### config.mk
export PLATFORM = sky130hd
export DESIGN_NAME = block_plotter_flat
export DESIGN_NICKNAME = d
export VERILOG_FILES = /design/src/rtl/block_plotter_if.sv /design/src/rtl/block_plotter.sv /design/src/flat_wrapper.sv
export SDC_FILE = /design/constraint.sdc
export NUM_CORES = 1
export LEC_CHECK = 0
export ABC_AREA = 1
export CAP_MARGIN = 20
export CELL_PAD_IN_SITES_DETAIL_PLACEMENT = 1
export CELL_PAD_IN_SITES_GLOBAL_PLACEMENT = 1
export CORE_MARGIN = 2
export CORE_UTILIZATION = 37
export DETAILED_ROUTE_END_ITERATION = 16
export GPL_ROUTABILITY_DRIVEN = 0
export PLACE_DENSITY = 0.84
export REMOVE_ABC_BUFFERS = 1
export SETUP_SLACK_MARGIN = 0.05
export SKIP_CTS_REPAIR_TIMING = 1
export SLEW_MARGIN = 25
export SYNTH_ARGS = -nofsm -noshare
export SYNTH_HDL_FRONTEND = slang
export SYNTH_SLANG_ARGS = --single-unit
### constraint.sdc
create_clock -name clk -period 3.3 [get_ports clk]
set_clock_uncertainty 0.1 [all_clocks]
set_input_delay 0.66 -clock clk [delete_from_list [all_inputs] [get_ports clk]]
set_output_delay 0.66 -clock clk [all_outputs]
set_load 0.02 [all_outputs]
### src/rtl/block_plotter_if.sv
// Bus between the game datapath (master) and block_plotter (slave): rectangle request in,
// one-pixel-per-cycle write stream and status out.
interface block_plotter_if;
  logic       start;
  logic [7:0] x_in;
  logic [6:0] y_in;
  logic [7:0] width;
  logic [6:0] height;
  logic [2:0] colour_in;
  logic [7:0] x;
  logic [6:0] y;
  logic [2:0] colour;
  logic       plot;
  logic       busy;
  logic       done;

  modport master (
    output start, x_in, y_in, width, height, colour_in,
    input  x, y, colour, plot, busy, done
  );

  modport slave (
    input  start, x_in, y_in, width, height, colour_in,
    output x, y, colour, plot, busy, done
  );
endinterface

### src/rtl/block_plotter.sv
// Rasterises one filled, screen-clipped rectangle into single-pixel writes for vga_adapter.
// All outputs are registered; the first pixel appears the cycle after start is accepted.
module block_plotter #(
  parameter int SCREEN_W = 160,
  parameter int SCREEN_H = 120
) (
  input  logic            clk,
  input  logic            reset_n,
  block_plotter_if.slave  bus
);

  typedef enum logic [1:0] {ST_IDLE, ST_DRAW, ST_DONE} state_t;

  localparam logic [8:0] LP_W = 9'(SCREEN_W);
  localparam logic [7:0] LP_H = 8'(SCREEN_H);

  state_t     r_state, w_state;
  logic [7:0] r_x0, w_x0, r_w, w_w, r_dx, w_dx;
  logic [6:0] r_y0, w_y0, r_h, w_h, r_dy, w_dy;
  logic [2:0] r_col, w_col;
  logic [7:0] r_x, w_x;
  logic [6:0] r_y, w_y;
  logic [2:0] r_colour, w_colour;
  logic       r_plot, w_plot, r_busy, w_busy, r_done, w_done;
  logic       w_present, w_last_col, w_last_row;
  logic [8:0] w_sx;
  logic [7:0] w_sy;

  assign w_last_col = (r_dx == r_w - 8'd1);
  assign w_last_row = (r_dy == r_h - 7'd1);

  // NOTE: every always_comb output gets a default first so no path can infer a latch.
  always_comb begin
    w_state   = r_state;
    w_x0      = r_x0;
    w_y0      = r_y0;
    w_w       = r_w;
    w_h       = r_h;
    w_col     = r_col;
    w_dx      = r_dx;
    w_dy      = r_dy;
    w_present = 1'b0;
    w_done    = 1'b0;

    case (r_state)
      ST_IDLE: begin
        if (bus.start) begin
          w_x0  = bus.x_in;
          w_y0  = bus.y_in;
          w_w   = bus.width;
          w_h   = bus.height;
          w_col = bus.colour_in;
          w_dx  = '0;
          w_dy  = '0;
          if (bus.width == 8'd0 || bus.height == 7'd0) begin
            w_state = ST_DONE;
            w_done  = 1'b1;
          end else begin
            w_state   = ST_DRAW;
            w_present = 1'b1;
          end
        end
      end
      ST_DRAW: begin
        if (w_last_col && w_last_row) begin
          w_state = ST_DONE;
          w_done  = 1'b1;
        end else if (w_last_col) begin
          w_dx      = '0;
          w_dy      = r_dy + 7'd1;
          w_present = 1'b1;
        end else begin
          w_dx      = r_dx + 8'd1;
          w_present = 1'b1;
        end
      end
      ST_DONE: w_state = ST_IDLE;
      default: w_state = ST_IDLE;
    endcase

    // Widened sums so off-screen coordinates are detected rather than wrapped.
    w_sx     = {1'b0, w_x0} + {1'b0, w_dx};
    w_sy     = {1'b0, w_y0} + {1'b0, w_dy};
    w_x      = w_present ? w_sx[7:0] : r_x;
    w_y      = w_present ? w_sy[6:0] : r_y;
    w_colour = w_present ? w_col     : r_colour;
    w_plot   = w_present && (w_sx < LP_W) && (w_sy < LP_H);
    w_busy   = w_present;
  end

  // NOTE: sequential state uses non-blocking assignments only, avoiding update-order races.
  always_ff @(posedge clk or negedge reset_n) begin
    if (!reset_n) begin
      r_state  <= ST_IDLE;
      r_x0     <= '0;
      r_y0     <= '0;
      r_w      <= '0;
      r_h      <= '0;
      r_col    <= '0;
      r_dx     <= '0;
      r_dy     <= '0;
      r_x      <= '0;
      r_y      <= '0;
      r_colour <= '0;
      r_plot   <= 1'b0;
      r_busy   <= 1'b0;
      r_done   <= 1'b0;
    end else begin
      r_state  <= w_state;
      r_x0     <= w_x0;
      r_y0     <= w_y0;
      r_w      <= w_w;
      r_h      <= w_h;
      r_col    <= w_col;
      r_dx     <= w_dx;
      r_dy     <= w_dy;
      r_x      <= w_x;
      r_y      <= w_y;
      r_colour <= w_colour;
      r_plot   <= w_plot;
      r_busy   <= w_busy;
      r_done   <= w_done;
    end
  end

  assign bus.x      = r_x;
  assign bus.y      = r_y;
  assign bus.colour = r_colour;
  assign bus.plot   = r_plot;
  assign bus.busy   = r_busy;
  assign bus.done   = r_done;

endmodule

### src/flat_wrapper.sv
// flat-port wrapper written by rule: the top's interface ports become plain ports
module block_plotter_flat 
#(
  parameter int SCREEN_W = 160,
  parameter int SCREEN_H = 120
)
  (clk, reset_n, bus_start, bus_x_in, bus_y_in, bus_width, bus_height, bus_colour_in, bus_x, bus_y, bus_colour, bus_plot, bus_busy, bus_done);
  block_plotter_if bus_i ();
  input  logic clk;
  input  logic reset_n;
  input wire logic [$bits(bus_i.start)-1:0] bus_start;
  input wire logic [$bits(bus_i.x_in)-1:0] bus_x_in;
  input wire logic [$bits(bus_i.y_in)-1:0] bus_y_in;
  input wire logic [$bits(bus_i.width)-1:0] bus_width;
  input wire logic [$bits(bus_i.height)-1:0] bus_height;
  input wire logic [$bits(bus_i.colour_in)-1:0] bus_colour_in;
  output wire logic [$bits(bus_i.x)-1:0] bus_x;
  output wire logic [$bits(bus_i.y)-1:0] bus_y;
  output wire logic [$bits(bus_i.colour)-1:0] bus_colour;
  output wire logic [$bits(bus_i.plot)-1:0] bus_plot;
  output wire logic [$bits(bus_i.busy)-1:0] bus_busy;
  output wire logic [$bits(bus_i.done)-1:0] bus_done;
  assign bus_i.start = bus_start;
  assign bus_i.x_in = bus_x_in;
  assign bus_i.y_in = bus_y_in;
  assign bus_i.width = bus_width;
  assign bus_i.height = bus_height;
  assign bus_i.colour_in = bus_colour_in;
  assign bus_x = bus_i.x;
  assign bus_y = bus_i.y;
  assign bus_colour = bus_i.colour;
  assign bus_plot = bus_i.plot;
  assign bus_busy = bus_i.busy;
  assign bus_done = bus_i.done;
  block_plotter #(.SCREEN_W(SCREEN_W), .SCREEN_H(SCREEN_H)) u_core (.clk(clk), .reset_n(reset_n), .bus(bus_i));
endmodule
Word level (Yosys, flattened, before mapping). Index checks and enable logic that the tools add are counted.

Multiply operators: 0. Reduce and logical (&&, ||, !) cells: 9. Add/sub/neg operators: 6. Magnitude comparators: 2. Multiplexer cells: 26. Div/mod/pow operators: 0. Shifts and indexed selects: 0. Bitwise operators: 0. Equal/unequal tests: 5.

Operators by type and width (number): $mux W8 (5); $mux W7 (5); $pmux W8 S2 (1); $pmux W7 S2 (1); $add A8 B8 Y9 (1); $lt A9 B8 Y1 const B (1); $add A7 B7 Y8 (1); $add A8 B1 Y8 const B (1); $eq A8 B8 Y1 (1); $logic_not A8 Y1 (1); $lt A8 B7 Y1 const B (1); $sub A8 B1 Y8 const B (1); $add A7 B1 Y7 const B (1); $eq A7 B7 Y1 (1); $logic_not A7 Y1 (1); $sub A7 B1 Y7 const B (1); $mux W1 (6); $mux W2 (3); $mux W3 (2); $pmux W1 S2 (2); $pmux W2 S2 (1); $reduce_and A2 Y1 (2); $logic_and A1 B1 Y1 (3); $eq A2 B1 Y1 const B (1); other kinds (4) (4).

Word-level logic and storage cells: 62. Latch bits: 0. Bits in writable memories: 0. Input port bits: 36. Bits in registers: 71. Memories: 0. Memory bits (read-only): 0.

Longest topological paths before layout. Gate-level depths: netlist of run 1.

Depth after elaboration: 9. Gate-level depth with buffers: 28.

Worst setup path after synthesis of run 1. No wires, ideal clock.

Kind: register -> register. From: register u_core.r_w[0]. To: register u_core.r_plot, in the netlist u_core.bus.plot. Arrival time: 3058 ps. Path buffers: 2. Stages on the path, launching flop included: 27. Period minus slack after synthesis: 3277 ps. Library setup time: 119 ps. Path slack: 23 ps. Cell sequence: dfrtp_1 -> inv_2 -> ha_1 -> nand3_1 -> inv_1 -> nand2_1 -> nand2_1 -> nand2_1 -> inv_2 -> nand2_1 -> nor2_4 -> buf_4 -> buf_6 -> nand3_1 -> nand3_1 -> nand2_1 -> ha_1 -> inv_1 -> fa_1 -> o21ai_0 -> nand2_1 -> nand2_1 -> nand2_1 -> nand3_1 -> nand2_1 -> a21oi_1 -> nor2_1.

Cells in the longest elaborated chain, start to end: 9. Elaborated cells between the ends (all ways): 17.

Ends and longest elaborated chain: start: declaration (RTL line block_plotter.sv:18) `logic [7:0] r_x0, w_x0, r_w, w_w, r_dx, w_dx;`; start signal: assignment (RTL line block_plotter.sv:112) `r_w <= w_w;`; $sub A8 B1 Y8 * (RTL line block_plotter.sv:29) `assign w_last_col = (r_dx == r_w - 8'd1);`; $eq A8 B8 Y1 * (RTL line block_plotter.sv:29); $mux W8 or $logic_and A1 B1 Y1 (tied branches) (RTL line block_plotter.sv:68, block_plotter.sv:65); $mux W8 * (RTL line block_plotter.sv:65) `if (w_last_col && w_last_row) begin`; $pmux W8 S2 * (RTL line block_plotter.sv:45) `case (r_state)`; named net u_core.w_dx[0] (RTL line block_plotter.sv:18); $add A8 B8 Y9 * (RTL line block_plotter.sv:82) `w_sx = {1'b0, w_x0} + {1'b0, w_dx};`; $lt A9 B8 Y1 * (RTL line block_plotter.sv:87) `w_plot = w_present && (w_sx < LP_W) && (w_sy < LP_H);`; $logic_and A1 B1 Y1 * (2 in a row) (RTL line block_plotter.sv:87); named net u_core.w_plot (RTL line block_plotter.sv:24) `logic r_plot, w_plot, r_busy, w_busy, r_done, w_done;`; end signal: assignment (RTL line block_plotter.sv:120) `r_plot <= w_plot;`; end: declaration (RTL line block_plotter.sv:24).

Mark *: on every way through the listed nets, which the timed path passes. The rest lies on a longest branch. A chain may end at the register's enable or synchronous reset.

Worst setup path in the final report of run 1.
From: register u_core.r_w[1]. To: register u_core.r_plot, in the netlist u_core.bus.plot.

Same word-level chain as after synthesis.

==> results of run 1 <==
[layout make-up]
| type | count | area (um2) |
|---|---|---|
| fillers | 1477 | 5720 |
| clock buffers | 11 | 243 |
| well taps | 168 | 210 |
| repair buffers | 105 | 963 |
| flip-flops and latches | 71 | 1780 |
| multi-input cells | 470 | 2760 |
| inverters | 80 | 300 |
| clock inverters | 5 | 81.3 |
[critical path, stage by stage, from the launching register on]
cell and delay, ns:
sky130_fd_sc_hd__dfrtp_1 0.41, sky130_fd_sc_hd__buf_6 0.14, sky130_fd_sc_hd__nor2_4 0.18, sky130_fd_sc_hd__nand2_2 0.09, sky130_fd_sc_hd__o21ai_2 0.17, sky130_fd_sc_hd__nand2_1 0.10, sky130_fd_sc_hd__nor2_2 0.11, sky130_fd_sc_hd__nand2_2 0.07
sky130_fd_sc_hd__nor2_4 0.19, sky130_fd_sc_hd__nand2_4 0.07, sky130_fd_sc_hd__buf_6 0.15, sky130_fd_sc_hd__o21ai_0 0.08, sky130_fd_sc_hd__nand3_1 0.12, sky130_fd_sc_hd__nand2_2 0.11, sky130_fd_sc_hd__ha_4 0.22, sky130_fd_sc_hd__a21oi_2 0.17
sky130_fd_sc_hd__nand2_2 0.10, sky130_fd_sc_hd__nand2_1 0.07, sky130_fd_sc_hd__nand2_1 0.05, sky130_fd_sc_hd__a21oi_1 0.17, sky130_fd_sc_hd__or2_2 0.15, sky130_fd_sc_hd__nand2_2 0.07, sky130_fd_sc_hd__a21oi_4 0.18, sky130_fd_sc_hd__nor2_1 0.06
[layer usage]
metal	global-route usage (%)	wire length [um]
met2	38.1	7650
met4	9.48	440
met5	0	0
met1	26.1	6360
met3	4.08	397
[state kept, by name, summed over array words and instances (netlist names), 2 cells and up]
| name | cells |
|---|---|
| u_core.bus.y | 7 |
| u_core.r_col | 3 |
| u_core.r_w | 8 |
| u_core.r_x0 | 8 |
| u_core.bus.colour | 3 |
| u_core.bus.x | 8 |
| u_core.r_dx | 8 |
| u_core.r_dy | 7 |
| u_core.r_y0 | 7 |
| u_core.r_state | 2 |
| u_core.r_h | 7 |
[how the worst max path moves through the flow]
stage	startpoint	end	slack [ns]
after detailed placement	u_core.r_h[1]$_DFFE_PN0P_	u_core.bus.plot$_DFF_PN0_	-0.31
after CTS	u_core.r_h[0]$_DFFE_PN0P_	u_core.bus.plot$_DFF_PN0_	-0.31
after global routing	u_core.r_w[1]$_DFFE_PN0P_	u_core.bus.plot$_DFF_PN0_	-0.34
final	u_core.r_w[1]$_DFFE_PN0P_	u_core.bus.plot$_DFF_PN0_	-0.13
after floorplan	bus_start	u_core.bus.x[5]$_DFFE_PN0P_	-0.56
after global placement	u_core.r_h[1]$_DFFE_PN0P_	u_core.bus.plot$_DFF_PN0_	-0.15
[logic make-up after synthesis]
| logic type | share of synthesized area, % |
|---|---|
| flip-flops | 38.6 |
| adder cells (fa/ha/maj) | 6.03 |
| buffers and inverters | 8.94 |
| AND/OR/NAND/NOR | 35.7 |
| XOR/XNOR | 5.14 |
| AO/OA/AOI/OAI | 5.63 |
[layout by cell type (no fill, tap or decap), drive strengths merged, types with 2 or more instances in the layout]
master           n
xor2            17
clkdlybuf4s50   55
nand4           11
xnor2           10
nor2            30
dfrtp           71
clkinv           3
bufinv           2
a21oi           16
fa               2
o21ai           29
nor3             2
nand3           82
nand3b           2
clkbuf          11
buf             50
or2              5
nand2          240
inv             79
ha              19
[metrics by stage]
stage                     utilization (%)  area (um2)  hold WS [ns]  setup TNS (ns)
final                                52.5        6340         0.288          -0.219
after CTS                            49.0        5920         0.315          -0.859
after global placement               46.4        5590         0.360          -0.168
after detailed placement             46.4        5590         0.363          -0.652
after floorplan                         -        4490         0.264           -2.40
after global routing                 52.5        6340         0.341           -1.47
[power breakdown]
part	switching [uW]	internal, uW	total [uW]	leakage (uW)
logic	2380	1710	4100	0.00213
registers	345	1270	1610	0.000897
clock network	394	683	1080	0.000156
==> metrics.json, run 1 <==
{
  "setup_path": {
    "worst_r2r_path_depth": 23,
    "worstPathMaxFanout": 12,
    "critPathRequiredTime_ns": 3.44,
    "crit_path_start_kind": "flip-flop",
    "critPathCaptureType": "flip-flop",
    "critical_path_class": "reg2reg",
    "r2r-start": "u_core.r_w[1]$_DFFE_PN0P_",
    "worstReg2RegEnd": "u_core.bus.plot$_DFF_PN0_",
    "critical_path_arrival_ns": 3.57,
    "reg2reg_setup_slack_ns": -0.13
  },
  "place": {
    "dp_slack_ns": -0.308,
    "place_hpwl_mm": 10.2,
    "placed_cells": 886,
    "io_buffers": 56
  },
  "yosys": {
    "synth_flop_type": "sky130_fd_sc_hd__dfrtp_1",
    "netlist-cell-type-count": 35,
    "yosysWarningCount": 0,
    "post_synth_design_cell_area_um2": 4600,
    "syn-instance-count": 640,
    "yosysMostFrequentCell": "sky130_fd_sc_hd__nand2_1",
    "ys_top_cells_by_area": "sky130_fd_sc_hd__dfrtp_1 39%, sky130_fd_sc_hd__nand2_1 19%, sky130_fd_sc_hd__nand3_1 7.9%, sky130_fd_sc_hd__inv_1 5.9%, sky130_fd_sc_hd__ha_1 5.2%",
    "synthesis.area_per_instance_um2": 7.19,
    "asyncSetResetFlopFracSynth_pct": 100,
    "synth_seq_cells": 71,
    "synth.yosys.seq_area_share_pct": 38.6,
    "synthDominantAreaCellType": "sky130_fd_sc_hd__dfrtp_1",
    "post_synth_edffs": 0,
    "netlist_top_cells_count": "237 x sky130_fd_sc_hd__nand2_1, 73 x sky130_fd_sc_hd__nand3_1, 72 x sky130_fd_sc_hd__inv_1",
    "post-synth-top-area-fraction_pct": 38.6
  },
  "power_and_ir_drop": {
    "max-vdd-ir-drop_mv": 0.471,
    "power.leakage_uw": 0.00319,
    "totalPowerFinal_uw": 6780,
    "power_per_cell_area_nw_per_um2": 1070
  },
  "sta": {
    "slew_viol_final": 0,
    "fmax_mhz": 291,
    "fin_crit_ns": 3.43,
    "pnr_worst_setup_slack_ns": -0.132,
    "setup_repair_after_global_routing_missed_its_margin": "yes",
    "hold_viol": 0,
    "setup_viol": 4,
    "max_slew_margin_pct": 48.0,
    "timing_worst_slew_pin_value_ns": 0.780,
    "post-route-period-util_pct": 104
  },
  "global_route": {
    "grt_overflow_total": 0,
    "grtUsageTotal_pct": 21.8,
    "grt_pass1_wl_mm": 22.9,
    "grt_start_max_net_pins": 42,
    "grt_pass1_vias": 4814,
    "antenna_found_initial": 0
  },
  "status": {
    "run_status": "finished, violations left",
    "failing_checks": "setup timing"
  },
  "cells_and_area": {
    "drive_gt1_share_pct": 22.0,
    "diodes": 0,
    "layout-area-overhead-vs-synth_pct": 37.6,
    "layout.nets": 794,
    "instances_no_fill": 910
  },
  "drt": {
    "drt_iter0_drc": 142,
    "detail-route-antenna-nets": 0,
    "dr.pass1.iters": 4,
    "vias": 4545,
    "detail_route.wl_per_cell_um": 16.3,
    "drc": 0,
    "drt-vias-per-instance": 4.99,
    "detail_route.wirelength_mm": 14.8
  },
  "clocking": {
    "cts_max_path_buffers": 2,
    "numClockSinks": 71,
    "cts_root_buf": "sky130_fd_sc_hd__clkbuf_16",
    "cts_tree": "built",
    "tritoncts.num_buffers": 9,
    "cts.htree.levels": 3,
    "clkTransAtPathRegs_ns": 0.06,
    "clkLatencyLatePin_ns": 0.35
  },
  "floorplanning": {
    "chipWidth_um": 116,
    "die-height_um": 116,
    "initial_core_util_pct": 38.2,
    "core-area_um2": 12100,
    "design.portCount": 57,
    "design.die.area_um2": 13400,
    "rows": 40
  },
  "flow_run": {
    "max_cap_viol_count": 0
  },
  "hold_path": {
    "hold_path.class": "in2async"
  }
}
No activity file was read; power rests on OpenSTA's default activity.
==> run 2, diff against run 1 <==
--- a/config.mk
+++ b/config.mk
@@ -10,14 +10,15 @@
 export CELL_PAD_IN_SITES_DETAIL_PLACEMENT = 1
 export CELL_PAD_IN_SITES_GLOBAL_PLACEMENT = 1
 export CORE_MARGIN = 2
-export CORE_UTILIZATION = 37
+export CORE_UTILIZATION = 38
+export CTS_BUF_LIST = sky130_fd_sc_hd__clkbuf_8
 export DETAILED_ROUTE_END_ITERATION = 16
 export GPL_ROUTABILITY_DRIVEN = 0
-export PLACE_DENSITY = 0.84
+export PLACE_DENSITY = 0.86
 export REMOVE_ABC_BUFFERS = 1
 export SETUP_SLACK_MARGIN = 0.05
 export SKIP_CTS_REPAIR_TIMING = 1
-export SLEW_MARGIN = 25
+export SLEW_MARGIN = 10
 export SYNTH_ARGS = -nofsm -noshare
 export SYNTH_HDL_FRONTEND = slang
 export SYNTH_SLANG_ARGS = --single-unit
==> run 2 against run 1 <==
Power is 3.1% higher; highest routed layer unchanged; the run still ends with setup timing left; fmax is 5.6% lower; hold slack got worse by 0.11 ns; worst setup slack lost 0.20 ns.
==> metrics.json, run 2 (same netlist as run 1, synthesis figures left out) <==
{
  "global_route": {
    "grt_overflow_total": {"value": 0, "change": "unchanged"},
    "grt_start_max_net_pins": {"value": 26, "change": "-38%"},
    "grt_pass1_vias": {"value": 5037, "change": "+4.6%"},
    "grtUsageTotal": {"value": 23.4, "unit": "%", "change": "+1.6 points"},
    "antenna_found_initial": {"value": 0, "change": "unchanged"},
    "grt_pass1_wl": {"value": 24.0, "unit": "mm", "change": "+5.1%"}
  },
  "setup_path": {
    "r2r-start": "u_core.r_w[2]$_DFFE_PN0P_",
    "timing.critical_path.buf_inv": {"value": 3, "change": "+1"},
    "critical_path_class": "reg2reg",
    "critPathCaptureType": "flip-flop",
    "crit_path_start_kind": "flip-flop",
    "worst_path_largest_cell_delay": {"value": 0.48, "unit": "ns", "change": "+0.07 ns"},
    "worstPathCellList": "nor2_1, nand2_1, inv_1, nand2_1, nand2_1, inv_2, nor2_1, nand2_1, nor2_4, nand2_4, o21ai_2, nand3_2, nand2_2, ha_4, inv_2, fa_2, o21ai_4, nand2_2, nand2_1, nand2_1, nand3_1, nand2_2, a21oi_2, nor2_1",
    "reg2reg_setup_slack": {"value": -0.34, "unit": "ns", "change": "-0.20 ns"},
    "path_delay_family": "simple AND/OR/NAND/NOR gates",
    "critical_path_arrival": {"value": 3.81, "unit": "ns", "change": "+0.24 ns"},
    "critical-path-slowest-cell": "sky130_fd_sc_hd__dfrtp_1",
    "timing.critical_path.mode_cell": "sky130_fd_sc_hd__nand2_1",
    "critical_path.startpoint": "u_core.r_w[2]$_DFFE_PN0P_",
    "critPathRequiredTime": {"value": 3.48, "unit": "ns", "change": "+0.04 ns"},
    "worstPathMaxFanout": {"value": 5, "change": "-7"}
  },
  "sta": {
    "setup_repair_after_global_routing_missed_its_margin": "yes",
    "fin_crit": {"value": 3.64, "unit": "ns", "change": "+0.203 ns"},
    "slew_viol_final": {"value": 0, "change": "unchanged"},
    "fmax": {"value": 275, "unit": "MHz", "change": "-5.6%"},
    "post-route-period-util": {"value": 110, "unit": "%", "change": "+6.2 points"},
    "hold_viol": {"value": 0, "change": "unchanged"},
    "pnr_worst_setup_slack": {"value": -0.335, "unit": "ns", "change": "-0.203 ns"},
    "setup_viol": {"value": 9, "change": "+5"},
    "timing_worst_slew_pin_value": {"value": 0.609, "unit": "ns", "change": "-0.171 ns"},
    "max_slew_margin": {"value": 59.4, "unit": "%", "change": "+11 points"}
  },
  "drt": {
    "drt-vias-per-instance": {"value": 5.37, "change": "+7.5%"},
    "detail_route.wirelength": {"value": 17.1, "unit": "mm", "change": "+15%"},
    "detail-route-antenna-nets": {"value": 0, "change": "unchanged"},
    "dr.pass1.iters": {"value": 4, "change": "unchanged"},
    "drt_iter0_drc": {"value": 205, "change": "+44%"},
    "vias": {"value": 4837, "change": "+6.4%"},
    "detail_route.wl_per_cell": {"value": 19.0, "unit": "um", "change": "+17%"},
    "drc": {"value": 0, "change": "unchanged"}
  },
  "cells_and_area": {
    "instances_no_fill": {"value": 901, "change": "-0.99%"},
    "layout.nets": {"value": 807, "change": "+1.6%"},
    "layout-area-overhead-vs-synth_pct": 39.7,
    "area.sequential": {"value": 1780, "unit": "um2", "change": "-0.21%"},
    "most_frequent_standard_cell_in_the_layout_excluding_fill_and_tap_cells": "sky130_fd_sc_hd__nand2_1",
    "multi_input_comb_area": {"value": 2850, "unit": "um2", "change": "+3.4%"},
    "drive_gt1_share": {"value": 24.5, "unit": "%", "change": "+2.6 points"},
    "diodes": {"value": 0, "change": "unchanged"},
    "mostFrequentLayoutCells": "209 x sky130_fd_sc_hd__nand2_1, 71 x sky130_fd_sc_hd__dfrtp_1, 68 x sky130_fd_sc_hd__inv_1",
    "n_fill_cell": {"value": 1483, "change": "+0.41%"}
  },
  "clocking": {
    "cts_tree": "built",
    "cts_max_path_buffers": {"value": 2, "change": "unchanged"},
    "numClockSinks": {"value": 71, "change": "unchanged"},
    "cts.htree.levels": {"value": 3, "change": "unchanged"},
    "clkLatencyLatePin": {"value": 0.38, "unit": "ns", "change": "+0.03 ns"},
    "clkTransAtPathRegs": {"value": 0.09, "unit": "ns", "change": "+0.03 ns"},
    "cts_root_buf": "sky130_fd_sc_hd__clkbuf_8",
    "tritoncts.num_buffers": {"value": 9, "change": "unchanged"}
  },
  "status": {
    "run_status": "finished, violations left",
    "failing_checks": "setup timing"
  },
  "flow_run": {
    "max_cap_viol_count": {"value": 0, "change": "unchanged"}
  },
  "power_and_ir_drop": {
    "totalPowerFinal": {"value": 6990, "unit": "uW", "change": "+3.1%"},
    "max-vdd-ir-drop": {"value": 0.476, "unit": "mV", "change": "+1.0%"},
    "power_per_cell_area": {"value": 1090, "unit": "nW/um2", "change": "+1.6%"},
    "power.leakage": {"value": 0.00325, "unit": "uW", "change": "+1.9%"}
  },
  "floorplanning": {
    "design.die.area": {"value": 13000, "unit": "um2", "change": "-2.5%"},
    "design.portCount": {"value": 57, "change": "unchanged"},
    "core-area": {"value": 11900, "unit": "um2", "change": "-1.2%"},
    "chipWidth": {"value": 114, "unit": "um", "change": "-1.3%"},
    "die-height": {"value": 114, "unit": "um", "change": "-1.3%"},
    "initial_core_util": {"value": 38.7, "unit": "%", "change": "+0.48 points"},
    "rows": {"value": 40, "change": "unchanged"}
  },
  "hold_path": {
    "hold_path.class": "in2async"
  },
  "place": {
    "placed_cells": {"value": 866, "change": "-2.3%"},
    "place_hpwl": {"value": 10.7, "unit": "mm", "change": "+5.3%"},
    "dp_slack": {"value": -0.276, "unit": "ns", "change": "+0.0316 ns"},
    "io_buffers": {"value": 56, "change": "unchanged"}
  }
}
run 2: changes by cell type in the layout (fill, tap and decap cells not counted), sizes merged:
cell    previous run  this run
bufinv             2         3
buf               50        62
clkbuf            11        10
run 2: layout make-up:
cell class	count	share of cell area, %
clock inverters	6	1.73
multi-input cells	470	44.4
well taps	147	2.86
clock buffers	9	1.93
repair buffers	118	16.8
flip-flops and latches	71	27.6
inverters	80	4.73
run 2: stage by stage:
stage / util (%) / hold WS (ns) / instance area, um2 / TNS, ns
finish: 54.0 / 0.175 / 6430 / -1.63
global route: 54.0 / 0.216 / 6430 / -3.03
global placement: 46.7 / 0.360 / 5560 / -0.131
floorplan: - / 0.264 / 4490 / -2.40
CTS: 48.7 / 0.190 / 5800 / -1.36
detailed placement: 46.7 / 0.377 / 5560 / -0.832
run 2: routing by layer:
metal | vias to the layer above | global-route usage (%) | routed length [um]
met5 | - | 0 | 0
met4 | 0 | 8.78 | 637
met3 | 48 | 3.92 | 607
met2 | 115 | 42.5 | 8930
met1 | 2434 | 27.7 | 6950
li1 | 2240 | - | -
run 2: worst register-to-register path, delay by kind of cell, from the launching register on:
family | cells | cell delay (ns)
and+or+nand+nor | 16 | 1.75
AOI/OAI and AO/OA | 3 | 0.43
adders and majority gates | 2 | 0.57
buffers and inverters | 3 | 0.19
DFF | 1 | 0.48
run 2: power breakdown:
| group | switching [uW] | leakage, uW | internal, uW |
|---|---|---|---|
| logic | 2620 | 0.00223 | 1880 |
| registers | 351 | 0.000901 | 1260 |
| clock network | 386 | 0.000121 | 498 |
run 2: final timing paths:
check / end / cells after the start
max in group asynchronous: u_core.r_w[5]$_DFFE_PN0P_ / 2
worst min register to register: u_core.r_col[2]$_DFF_PN0_ / 2
worst max register to register: u_core.bus.plot$_DFF_PN0_ / 24
worst min-delay path: u_core.r_col[1]$_DFF_PN0_ / 1
worst max-delay path: u_core.bus.plot$_DFF_PN0_ / 24
min in group clk: u_core.r_col[2]$_DFF_PN0_ / 2
